--- config.mk ---
export PLATFORM = sky130hd
export DESIGN_NAME = t07_simon_light_player_flat
export DESIGN_NICKNAME = d
export VERILOG_FILES = /design/src/rtl/t07_simon_pkg.sv /design/src/rtl/t07_simon_light_player_if.sv /design/src/rtl/t07_simon_tick_timer.sv /design/src/rtl/t07_simon_light_player.sv /design/src/flat_wrapper.sv
export SDC_FILE = /design/constraint.sdc
export NUM_CORES = 1
export LEC_CHECK = 0
export BUFFER_PORTS_ARGS = -buffer_cell sky130_fd_sc_hd__buf_2
export CORE_AREA = 2 2 71 73
export DETAILED_ROUTE_END_ITERATION = 8
export DIE_AREA = 0 0 73 75
export PLACE_DENSITY_LB_ADDON = 0.25
export SKIP_LAST_GASP = 1
export SLEW_MARGIN = 10
export SYNTH_ARGS = -nofsm -noshare
export SYNTH_HDL_FRONTEND = slang
export SYNTH_SLANG_ARGS = --single-unit
--- constraint.sdc ---
create_clock -name clk -period 2.3 [get_ports clk]
set_clock_uncertainty 0.1 [all_clocks]
set_input_delay 0.23 -clock clk [delete_from_list [all_inputs] [get_ports clk]]
set_output_delay 0.23 -clock clk [all_outputs]
set_load 0.005 [all_outputs]
--- src/rtl/t07_simon_pkg.sv ---
// t07_simon_pkg: shared playback states and default timing/size constants
// ports: none (package)
package t07_simon_pkg;
   localparam int DEF_NUM_COLORS = 4;
   localparam int DEF_MAX_LEN    = 8;
   localparam int DEF_LEAD_TICKS = 3;
   localparam int DEF_ON_TICKS   = 2;
   localparam int DEF_GAP_TICKS  = 1;
   typedef enum logic [2:0] {IDLE, LEAD, ON, GAP, CLEAR} state_t;
endpackage

--- src/rtl/t07_simon_light_player_if.sv ---
// t07_simon_light_player_if: control, sequence and light bundle of the Simon player
// ports: master drives tick/play/play_len/abort/cleared/seq_bus/button and reads
//        light_seq/light_manual/busy/done; slave is the player side
interface t07_simon_light_player_if
   import t07_simon_pkg::*;
#(
   parameter int NUM_COLORS = DEF_NUM_COLORS,
   parameter int MAX_LEN    = DEF_MAX_LEN
) ();
   localparam int CW = $clog2(NUM_COLORS);
   localparam int LW = $clog2(MAX_LEN + 1);
   logic                    tick;
   logic                    play;
   logic [LW-1:0]           play_len;
   logic                    abort;
   logic                    cleared;
   logic [MAX_LEN*CW-1:0]   seq_bus;
   logic [NUM_COLORS-1:0]   button;
   logic [NUM_COLORS-1:0]   light_seq;
   logic [NUM_COLORS-1:0]   light_manual;
   logic                    busy;
   logic                    done;
   modport master (
      output tick, play, play_len, abort, cleared, seq_bus, button,
      input  light_seq, light_manual, busy, done
   );
   modport slave (
      input  tick, play, play_len, abort, cleared, seq_bus, button,
      output light_seq, light_manual, busy, done
   );
endinterface

--- src/rtl/t07_simon_tick_timer.sv ---
// t07_simon_tick_timer: down-counter of tick strobes for one playback phase
// ports: clk, rst (async, active high), load/load_val (reload on phase entry),
//        tick (count enable), expired (this tick ends the loaded period)
module t07_simon_tick_timer
   import t07_simon_pkg::*;
#(
   parameter int W = 4
) (
   input  logic         clk,
   input  logic         rst,
   input  logic         load,
   input  logic [W-1:0] load_val,
   input  logic         tick,
   output logic         expired
);
   logic [W-1:0] cnt;
   always_ff @(posedge clk or posedge rst) begin
      if (rst) cnt <= '0;
      else if (load) cnt <= load_val;
      else if (tick && cnt != '0) cnt <= cnt - W'(1);
   end
   // flags the tick that would bring the count to zero, so the phase change lands on that edge
   assign expired = tick && cnt == W'(1);
endmodule

--- src/rtl/t07_simon_light_player.sv ---
// t07_simon_light_player: plays a stored color sequence as timed one-hot light flashes
// ports: clk, rst (async, active high), bus (slave): tick strobe, play/play_len start,
//        abort, cleared override, seq_bus entries, button echo; light_seq, light_manual,
//        busy, done outputs
module t07_simon_light_player
   import t07_simon_pkg::*;
#(
   parameter int NUM_COLORS = DEF_NUM_COLORS,
   parameter int MAX_LEN    = DEF_MAX_LEN,
   parameter int LEAD_TICKS = DEF_LEAD_TICKS,
   parameter int ON_TICKS   = DEF_ON_TICKS,
   parameter int GAP_TICKS  = DEF_GAP_TICKS
) (
   input logic clk,
   input logic rst,
   t07_simon_light_player_if.slave bus
);
   localparam int CW = $clog2(NUM_COLORS);
   localparam int LW = $clog2(MAX_LEN + 1);
   localparam int TW = $clog2(LEAD_TICKS + ON_TICKS + GAP_TICKS + 2);
   state_t                state;
   logic [LW-1:0]         idx, len, idx_n;
   logic [MAX_LEN*CW-1:0] snap;
   logic                  ld, expired, start, last, to_gap;
   logic [TW-1:0]         ld_val;
   logic [NUM_COLORS-1:0] first_lit, next_lit;
   // out-of-range color codes light nothing; the extra bit keeps the compare non-constant
   function automatic logic [NUM_COLORS-1:0] onehot(input logic [CW-1:0] v);
      return ({1'b0, v} < (CW+1)'(NUM_COLORS)) ? NUM_COLORS'(1) << v : '0;
   endfunction
   assign start     = bus.play && bus.play_len != '0;
   assign last      = idx == len - LW'(1);
   assign idx_n     = idx + LW'(1);
   assign to_gap    = state == ON && GAP_TICKS != 0;
   assign first_lit = onehot(bus.seq_bus[0 +: CW]);
   assign next_lit  = onehot(snap[int'(idx_n)*CW +: CW]);
   assign bus.light_manual = $onehot(bus.button) ? bus.button : '0;
   // reload the timer on every state entry with the length of the phase being entered
   always_comb begin
      ld = 1'b0;
      ld_val = '0;
      if (bus.cleared || state == CLEAR) ld = !(bus.cleared && state == CLEAR);
      else if (state == IDLE) begin
         ld = start;
         ld_val = TW'(LEAD_TICKS != 0 ? LEAD_TICKS : ON_TICKS);
      end else if (bus.abort) ld = 1'b1;
      else if (expired) begin
         ld = 1'b1;
         ld_val = state != ON ? TW'(ON_TICKS) : last ? '0 : TW'(GAP_TICKS != 0 ? GAP_TICKS : ON_TICKS);
      end
   end
   t07_simon_tick_timer #(.W(TW)) u_timer (
      .clk      (clk),
      .rst      (rst),
      .load     (ld),
      .load_val (ld_val),
      .tick     (bus.tick),
      .expired  (expired)
   );
   always_ff @(posedge clk or posedge rst) begin
      if (rst) begin
         state         <= IDLE;
         idx           <= '0;
         len           <= '0;
         snap          <= '0;
         bus.light_seq <= '0;
         bus.busy      <= 1'b0;
         bus.done      <= 1'b0;
      end else begin
         bus.done <= 1'b0;
         if (bus.cleared) begin
            state         <= CLEAR;
            bus.light_seq <= '1;
            bus.busy      <= 1'b0;
         end else if (state == CLEAR) begin
            state         <= IDLE;
            bus.light_seq <= '0;
         end else if (state == IDLE) begin
            if (start) begin
               snap          <= bus.seq_bus;
               len           <= bus.play_len > LW'(MAX_LEN) ? LW'(MAX_LEN) : bus.play_len;
               idx           <= '0;
               bus.busy      <= 1'b1;
               state         <= LEAD_TICKS != 0 ? LEAD : ON;
               bus.light_seq <= LEAD_TICKS != 0 ? '0 : first_lit;
            end
         end else if (bus.abort || (expired && state == ON && last)) begin
            state         <= IDLE;
            bus.light_seq <= '0;
            bus.busy      <= 1'b0;
            bus.done      <= !bus.abort;
         end else if (expired) begin
            state         <= to_gap ? GAP : ON;
            idx           <= state == LEAD ? '0 : to_gap ? idx : idx_n;
            bus.light_seq <= to_gap ? '0 : state == LEAD ? onehot(snap[0 +: CW]) : next_lit;
         end
      end
   end
endmodule

--- src/flat_wrapper.sv ---
// flat-port wrapper written by rule: the top's interface ports become plain ports
module t07_simon_light_player_flat import t07_simon_pkg::*;
#(
   parameter int NUM_COLORS = DEF_NUM_COLORS,
   parameter int MAX_LEN    = DEF_MAX_LEN,
   parameter int LEAD_TICKS = DEF_LEAD_TICKS,
   parameter int ON_TICKS   = DEF_ON_TICKS,
   parameter int GAP_TICKS  = DEF_GAP_TICKS
)
  (clk, rst, bus_tick, bus_play, bus_play_len, bus_abort, bus_cleared, bus_seq_bus, bus_button, bus_light_seq, bus_light_manual, bus_busy, bus_done);
  t07_simon_light_player_if #(.NUM_COLORS(NUM_COLORS), .MAX_LEN(MAX_LEN)) bus_i ();
  input logic clk;
  input logic rst;
  input wire logic [$bits(bus_i.tick)-1:0] bus_tick;
  input wire logic [$bits(bus_i.play)-1:0] bus_play;
  input wire logic [$bits(bus_i.play_len)-1:0] bus_play_len;
  input wire logic [$bits(bus_i.abort)-1:0] bus_abort;
  input wire logic [$bits(bus_i.cleared)-1:0] bus_cleared;
  input wire logic [$bits(bus_i.seq_bus)-1:0] bus_seq_bus;
  input wire logic [$bits(bus_i.button)-1:0] bus_button;
  output wire logic [$bits(bus_i.light_seq)-1:0] bus_light_seq;
  output wire logic [$bits(bus_i.light_manual)-1:0] bus_light_manual;
  output wire logic [$bits(bus_i.busy)-1:0] bus_busy;
  output wire logic [$bits(bus_i.done)-1:0] bus_done;
  assign bus_i.tick = bus_tick;
  assign bus_i.play = bus_play;
  assign bus_i.play_len = bus_play_len;
  assign bus_i.abort = bus_abort;
  assign bus_i.cleared = bus_cleared;
  assign bus_i.seq_bus = bus_seq_bus;
  assign bus_i.button = bus_button;
  assign bus_light_seq = bus_i.light_seq;
  assign bus_light_manual = bus_i.light_manual;
  assign bus_busy = bus_i.busy;
  assign bus_done = bus_i.done;
  t07_simon_light_player #(.NUM_COLORS(NUM_COLORS), .MAX_LEN(MAX_LEN), .LEAD_TICKS(LEAD_TICKS), .ON_TICKS(ON_TICKS), .GAP_TICKS(GAP_TICKS)) u_core (.clk(clk), .rst(rst), .bus(bus_i));
endmodule
==> parameters.txt, run 1 <==
Parameter                              Value

Run status
  Outcome ... completed

Power and ir drop
  Net switching share of the total power ... 0.3126
  Leak ... approximately 1.2 nW
  Total net switching power ... roughly 0.00074 W
  Part of the power in registers ... 0.382
  Worst IR Drop VDD ... approximately 560 µV
  Part of the power in combinational logic ... 0.395
  Total power density per cell area ... about 950 nW/µm²
  Cell-internal power ... approximately 0.0016 W
  Proportion of power drawn by the clock network ... 0.223

Logic synthesis
  Synthesized cell area ... 2076 µm²
  Most used standard cells in the synthesized netlist ... 36 x sky130_fd_sc_hd__dfrtp_1, 14 x sky130_fd_sc_hd__mux2_1, 12 x sky130_fd_sc_hd__nor2_1
  Number of library cell types mapped by synthesis ... 44
  Net Count, Synth ... 224
  Dominant cells by area after synthesis ... sky130_fd_sc_hd__dfrtp_1 43%, sky130_fd_sc_hd__mux2_1 7.6%, sky130_fd_sc_hd__ha_1 4.8%
  Sequential share of the synthesized area ... 0.4340
  Most area-hungry cell type in the Yosys netlist ... sky130_fd_sc_hd__dfrtp_1
  Fraction of synthesized cell area taken by the top area cell type ... 0.4340
  Average footprint of a synthesized cell ... 11.22 µm²
  Async set-reset flop share out of synthesis ... 1.000
  Number of cells produced by synthesis ... 185
  Leading register cell type out of synthesis ... sky130_fd_sc_hd__dfrtp_1
  Library cell with the highest instance count after synthesis ... sky130_fd_sc_hd__dfrtp_1
  EDFF count, synth ... 0
  Number of register bits inferred by synthesis ... 36
  Count of synthesis-stage warnings from yosys ... 0

Setup path
  Slowest cell delay on critical path ... roughly 430 ps
  Buffering stage count on the worst path with inverters included ... 2
  Startpoint class of the critical path ... input pin
  Cells along the critical path ... buf_2 > ha_1 > ha_1 > fa_1 > nor3b_1 > and2_1 > buf_2
  Crit Reg-Reg Startpoint ... u_core.idx[1]
  Cell family contributing the most delay on the critical path ... adder cells
  Cell with the largest stage delay on the worst path ... sky130_fd_sc_hd__fa_1
  WP data arrival ... 1850 ps
  CP max FO ... 4
  CP required ... 1970 ps
  Setup CP Type ... in -> out
  First element of the critical path ... bus_button[0]
  Worst Setup End Kind ... output pin

Global routing
  Pin count of the biggest net entering global routing ... 37
  Leftover overflow at the end of global routing ... 0
  GRT Util Overall ... 0.1604
  Initial antenna violation count ... 0
  Number of global-route vias before repair ... 1533
  First-pass GRT wire length ... between 6 and 7 mm

STA
  Endpoints failing hold ... 0
  Finish-stage setup viols ... 0
  Worst max-slew margin expressed relative to the limit ... 0.5970
  Unrepaired setup endpoints after global routing ... false
  Transition time of the tightest slew-check pin ... about 600 ps
  Number of slew-limit violations in the final report ... 0
  Post-route setup TNS ... 0 ps
  Post-route worst hold slack ... around 65 ps
  Shortest clock period the worst path allows after layout ... roughly 2200 ps
  Highest attainable clock frequency ... ~0.46 GHz
  Final cycle utilization of the critical path ... 0.9459
  Post-route setup slack ... about 120 ps

Finish
  Area growth syn-to-layout ... 20.86%
  Final non-filler cell total ... slightly below 300
  Total of fill cells in the finished design ... approximately 420
  Share of cells above drive strength 1 ... 0.3021
  Area of the multi-input gates ... 1099 µm²
  Total area of sequential cells ... approximately 900 µm²
  Ant diodes ... 0
  Net count, final ... 273

Place
  Count of input and output buffers ... 39
  Total instance count after detailed placement ... 280
  Setup slack at placement ... 24.05 ps
  Gpl congestion ... approximately 0.81
  Placed wire-length estimate ... 3.017 mm

Floorplan
  Core region area ... 4661 µm²
  Io pins ... 40
  Die Width ... ~73 µm
  DIE HEIGHT ... approximately 75 µm
  Initial core utilization ... 0.4454
  Floorplan die area ... between 5000 and 6000 µm²
  Total number of placement rows ... 25

CTS
  Clock root buffer ... sky130_fd_sc_hd__clkbuf_8
  Skew-Pair Late Insertion Delay ... roughly 280 ps
  Deepest level of the CTS H-tree ... 2
  Maximum count of clock buffers along a single path ... 2
  Num CTS Buffers ... 5
  Post-CTS Repair Setup Buffers ... 0
  Sinks on Clock Net ... 36
  Clock transition at path regs ... roughly 70 ps
  Clock tree from TritonCTS ... done

Route
  Via/cell ratio ... around 5.3
  DRT iter0 DRCs ... 56
  Detailed Route WL ... between 3 and 4 mm
  Wire length per cell after detailed routing ... between 10 and 15 µm
  Detailed-route via count ... roughly 1500
  DRC violations left ... 0
  First-pass DRT Iterations ... 4
  Remaining number of nets flagged by the antenna check after routing ... 0

Run
  Max-cap violations ... 0

Worst hold path
  Min-Delay Startpoint ... bus_seq_bus[13]
  Class of the most critical hold timing path ... in -> reg
## flip-flops by register name (all words and copies together) (netlist names)
name and count:
u_core.bus.done 1, u_core.snap 16, u_core.state 3, u_core.u_timer.cnt 3
u_core.len 4, u_core.idx 4, u_core.bus.busy 1, u_core.bus.light_seq 4
## layer usage
layer / GRT usage / vias up / routed length (µm)
li1: - / 765 / -
met1: 0.1815 / 720 / 1642
met3: 0.04552 / 4 / 183
met5: 0 / - / 0
met2: 0.2933 / 35 / 1993
met4: 0.04938 / 0 / 40
## power by group through the flow
stage | Sequential (W) | Combinational, W | Clock (W)
global route | 0.000930 | 0.00106 | 0.000582
detailed placement | 0.000912 | 0.000932 | 0
floorplan | 0.000874 | 0.000718 | 0
global placement | 0.000914 | 0.000912 | 0
CTS | 0.000902 | 0.000936 | 0.000553
finish | 0.000908 | 0.000940 | 0.000530
## logic make-up after synthesis
kind of cell             synth area share
AND/OR/NAND/NOR                    0.1423
AO/OA/AOI/OAI                      0.1356
flip-flops                         0.4340
multiplexers                       0.1453
buffers and inverters             0.04279
XOR/XNOR                          0.04219
adder cells (fa/ha/maj)           0.05787
## cell usage in the layout, fill, tap and decap left out, drive strengths merged, types with 2 or more instances in the layout
cell type	netlist	layout
buf	7	50
a211oi	2	2
nor4	3	3
ha	8	8
and2	5	5
a21oi	8	8
a221o	2	2
o31ai	3	3
mux4	4	4
clkbuf	2	6
mux2i	2	2
o21ai	13	13
nand2	9	9
dfrtp	36	36
nand3	3	3
nand2b	3	3
a41o	2	2
mux2	17	17
inv	9	9
nor3	7	7
nor2	12	12
nand3b	4	4
xnor2	10	10
## path summary, 6_finish.rpt
path,to,slack (ps),depth (start not counted)
min in group asynchronous,u_core.bus.light_seq[0],490,4
min reg2reg,u_core.snap[4],390,1
max reg2reg,u_core.bus.light_seq[2],160,6
max in group asynchronous,u_core.snap[7],1290,4
min,u_core.snap[13],70,2
max,bus_light_manual[0],120,7
## timing repair
item	4_1_cts	5_1_grt
resized for setup	0	2
endpoints found under the hold margin	36	0
setup endpoints to repair	0	4
hold buffers	1	0
## through the flow
| step | cell area [µm²] | power [W] | util |
|---|---|---|---|
| global route | 2509 | 0.002570 | 0.5383 |
| CTS | 2496 | 0.002391 | 0.5356 |
| finish | 2509 | 0.002377 | 0.5383 |
| global placement | 2379 | 0.001825 | 0.5103 |
| floorplan | 2076 | 0.001592 | - |
| detailed placement | 2379 | 0.001844 | 0.5103 |
## worst register-to-register path, stage by stage (launching register included)
cell and delay (ps):
sky130_fd_sc_hd__dfrtp_1 410, sky130_fd_sc_hd__ha_4 320, sky130_fd_sc_hd__mux4_2 490, sky130_fd_sc_hd__mux2i_1 170
sky130_fd_sc_hd__o31ai_2 80, sky130_fd_sc_hd__nor2b_1 140, sky130_fd_sc_hd__a221o_1 320
## cell type report
type                            count  area share
Sequential cell                    36      0.3591
Clock inverter                      2     0.01397
Clock buffer                        6     0.02893
Timing Repair Buffer               51      0.1197
Inverter                            9     0.01347
Tap cell                           54     0.02693
Multi-Input combinational cell    131      0.4379
(Power assumes the default switching activity.)
==> run 2: changes to the inputs <==
--- a/config.mk
+++ b/config.mk
@@ -10,6 +10,7 @@
 export DETAILED_ROUTE_END_ITERATION = 8
 export DIE_AREA = 0 0 73 75
 export PLACE_DENSITY_LB_ADDON = 0.25
+export SETUP_SLACK_MARGIN = 0.3
 export SKIP_LAST_GASP = 1
 export SLEW_MARGIN = 10
 export SYNTH_ARGS = -nofsm -noshare
==> parameters.txt, run 2 (synthesis results as in run 1) <==
Parameter                              Value

Place
  Count of input and output buffers ... 39 (unchanged)
  Setup slack at placement ... 48.95 ps (was 24.05 ps)
  Gpl congestion ... 0.8460 (was 0.8112)
  Placed wire-length estimate ... 3.159 mm (was 3.017 mm)
  Total instance count after detailed placement ... 280 (unchanged)

Power and ir drop
  Part of the power in combinational logic ... 0.385 (was 0.395)
  Cell-internal power ... 0.001944 W (was 0.001634 W)
  Leak ... 1.216 nW (was 1.154 nW)
  Total net switching power ... 0.0008185 W (was 0.0007432 W)
  Part of the power in registers ... 0.331 (was 0.382)
  Proportion of power drawn by the clock network ... 0.284 (was 0.223)
  Worst IR Drop VDD ... 655.5 µV (was 563.0 µV)
  Net switching share of the total power ... 0.2963 (was 0.3126)
  Total power density per cell area ... 1032 nW/µm² (was 947.7 nW/µm²)

Floorplan
  Core region area ... 4661 µm² (unchanged)
  Total number of placement rows ... 25 (unchanged)
  Die Width ... 73 µm (unchanged)
  DIE HEIGHT ... 75 µm (unchanged)
  Initial core utilization ... 0.4454 (unchanged)
  Io pins ... 40 (unchanged)
  Floorplan die area ... 5475 µm² (unchanged)

Setup path
  Buffering stage count on the worst path with inverters included ... 0 (was 2)
  CP required ... 2380 ps (was 1970 ps)
  Cells along the critical path ... ha_4 > mux4_2 > mux2i_1 > o31ai_2 > nor2b_1 > a221o_1 (was buf_2 > ha_1 > ha_1 > fa_1 > nor3b_1 > and2_1 > buf_2)
  R2r endpoint ... u_core.bus.light_seq[2] (unchanged)
  Cell family contributing the most delay on the critical path ... multiplexers (was adder cells)
  WP data arrival ... 2250 ps (was 1850 ps)
  Slowest cell delay on critical path ... 490 ps (was 430 ps)
  Number of gates on the worst path with buffers counted ... 6 (was 7)
  Cell with the largest stage delay on the worst path ... sky130_fd_sc_hd__mux4_2 (was sky130_fd_sc_hd__fa_1)
  Worst Reg2Reg Path Length in Cells ... 6 (unchanged)
  Reg2Reg Setup Slack ... 130 ps (was 160 ps)
  Setup CP Type ... reg -> reg (was in -> out)
  Startpoint class of the critical path ... flip-flop (was input pin)
  Crit Reg-Reg Startpoint ... u_core.idx[1] (unchanged)
  Worst Setup End Kind ... flip-flop (was output pin)
  First element of the critical path ... u_core.idx[1] (was bus_button[0])
  CP max FO ... 4 (unchanged)

Route
  Routed wl met2 ... 2.146 mm (was 1.993 mm)
  Highest Signal Layer ... met4 (unchanged)
  DRC violations left ... 0 (unchanged)
  Detailed-route via count ... 1578 (was 1524)
  Remaining number of nets flagged by the antenna check after routing ... 0 (unchanged)
  First-pass DRT Iterations ... 5 (was 4)
  Via/cell ratio ... 5.367 (was 5.273)
  Met3 routed WL ... 197 µm (was 183 µm)
  DRT iter0 DRCs ... 100 (was 56)
  Detailed Route WL ... 4.252 mm (was 3.860 mm)
  Sum of routed wire segments on met1 ... 1.845 mm (was 1.642 mm)
  Wire length per cell after detailed routing ... 14.46 µm (was 13.36 µm)

Finish
  Net count, final ... 278 (was 273)
  Area growth syn-to-layout ... 28.93% (was 20.86%)
  Area of the multi-input gates ... 1160 µm² (was 1099 µm²)
  Largest register FFs ... 16 (unchanged)
  Share of cells above drive strength 1 ... 0.3583 (was 0.3021)
  Final non-filler cell total ... 294 (was 289)
  Commonest non-fill, non-tap cells in the layout ... 35 x sky130_fd_sc_hd__buf_2, 35 x sky130_fd_sc_hd__dfrtp_1, 16 x sky130_fd_sc_hd__buf_4, 14 x sky130_fd_sc_hd__mux2_1, 12 x sky130_fd_sc_hd__nor2_1 (was 39 x sky130_fd_sc_hd__buf_2, 36 x sky130_fd_sc_hd__dfrtp_1, 14 x sky130_fd_sc_hd__mux2_1, 12 x sky130_fd_sc_hd__nor2_1)
  Total of fill cells in the finished design ... 380 (was 418)
  Ant diodes ... 0 (unchanged)
  Total area of sequential cells ... 902.1 µm² (was 900.9 µm²)
  Largest register by flop count ... u_core.snap (unchanged)

STA
  Number of slew-limit violations in the final report ... 0 (unchanged)
  Highest attainable clock frequency ... 0.4610 GHz (was 0.4596 GHz)
  Post-route setup slack ... 131.0 ps (was 124.4 ps)
  Finish-stage setup viols ... 0 (unchanged)
  Unrepaired setup endpoints after global routing ... true (was false)
  Post-route setup TNS ... 0 ps (unchanged)
  Transition time of the tightest slew-check pin ... 464.4 ps (was 599.4 ps)
  Shortest clock period the worst path allows after layout ... 2169 ps (was 2176 ps)
  Final cycle utilization of the critical path ... 0.9431 (was 0.9459)
  Endpoints failing hold ... 0 (unchanged)
  Worst max-slew margin expressed relative to the limit ... 0.6904 (was 0.5970)

Global routing
  GRT Util Overall ... 0.1724 (was 0.1604)
  First-pass GRT wire length ... 7.141 mm (was 6.706 mm)
  Pin count of the biggest net entering global routing ... 37 (unchanged)
  Leftover overflow at the end of global routing ... 0 (unchanged)
  Initial antenna violation count ... 0 (unchanged)
  Number of global-route vias before repair ... 1542 (was 1533)

Worst hold path
  Class of the most critical hold timing path ... in -> reg (unchanged)
  Min-Delay Startpoint ... bus_seq_bus[4] (was bus_seq_bus[13])
  Hold EP ... u_core.snap[4] (was u_core.snap[13])
  WHS Path Cells ... 2 (unchanged)

CTS
  Num CTS Buffers ... 5 (unchanged)
  Clock root buffer ... sky130_fd_sc_hd__clkbuf_8 (unchanged)
  Deepest level of the CTS H-tree ... 2 (unchanged)
  Clock transition at path regs ... 80 ps (was 70 ps)
  Clock tree from TritonCTS ... done (unchanged)
  Sinks on Clock Net ... 36 (unchanged)
  Skew-Pair Late Insertion Delay ... 290 ps (was 280 ps)
  Maximum count of clock buffers along a single path ... 2 (unchanged)

Run
  Max-cap violations ... 0 (unchanged)

Run status
  Outcome ... completed (unchanged)
## run 2: cell count changes in the layout (fill, tap and decap cells not counted), sizes merged
cell,delta
buf,+5
bufinv,+2
clkbuf,-1
clkinv,-1
## run 2: how the worst max path moves through the flow
stage | slack (ps) | end
CTS | 140 | u_core.bus.light_seq[2]
global placement | 130 | u_core.bus.light_seq[2]
floorplan | 170 | u_core.bus.light_seq[2]
global route | 80 | u_core.bus.light_seq[2]
detailed placement | 50 | bus_light_manual[0]
finish | 130 | u_core.bus.light_seq[2]
## run 2: metrics by stage
step / cell area (µm²) / hold WS, ps / util / total power (W)
2_1_floorplan: 2088 / 200.1 / - / 0.001625
4_1_cts: 2650 / 36.36 / 0.5686 / 0.002765
5_1_grt: 2676 / 45.90 / 0.5742 / 0.002946
6_report: 2676 / 48.98 / 0.5742 / 0.002763
3_3_place_gp: 2379 / 259.1 / 0.5103 / 0.001847
3_5_place_dp: 2379 / 259.3 / 0.5103 / 0.001878
## run 2: worst register-to-register path, delay by kind of cell, from the launching register on
family,cells,cell delay (ps)
flops,1,430
compound gates,2,420
simple gates,1,140
fa+ha+maj,1,300
mux,2,680
## run 2: power by group through the flow
stage,clock network (W),logic (W),registers (W)
detailed placement,0,0.000949,0.000929
global placement,0,0.000923,0.000924
finish,0.000786,0.00106,0.000914
CTS,0.000802,0.00105,0.000915
global route,0.000828,0.00118,0.000934
floorplan,0,0.000744,0.000881
## run 2: cell type report
type | count | share of cell area
clock inverters | 3 | 0.03366
inverters | 9 | 0.01262
repair buffers | 56 | 0.1323
flip-flops and latches | 36 | 0.3371
well taps | 54 | 0.02525
multi-input cells | 131 | 0.4334
clock buffers | 5 | 0.02571
## run 2: per-layer routing
layer | track usage | vias up
met5 | 0 | -
li1 | - | 776
met3 | 0.04552 | 7
met4 | 0.05556 | 0
met1 | 0.2116 | 755
met2 | 0.2973 | 40
## run 2: what timing repair did
item	4_1_cts	5_1_grt
setup buffers	4	1
setup endpoints to repair	8	21
gates resized for setup	12	4
hold buffers	1	0
pin swaps	13	11
endpoints found under the hold margin	36	0
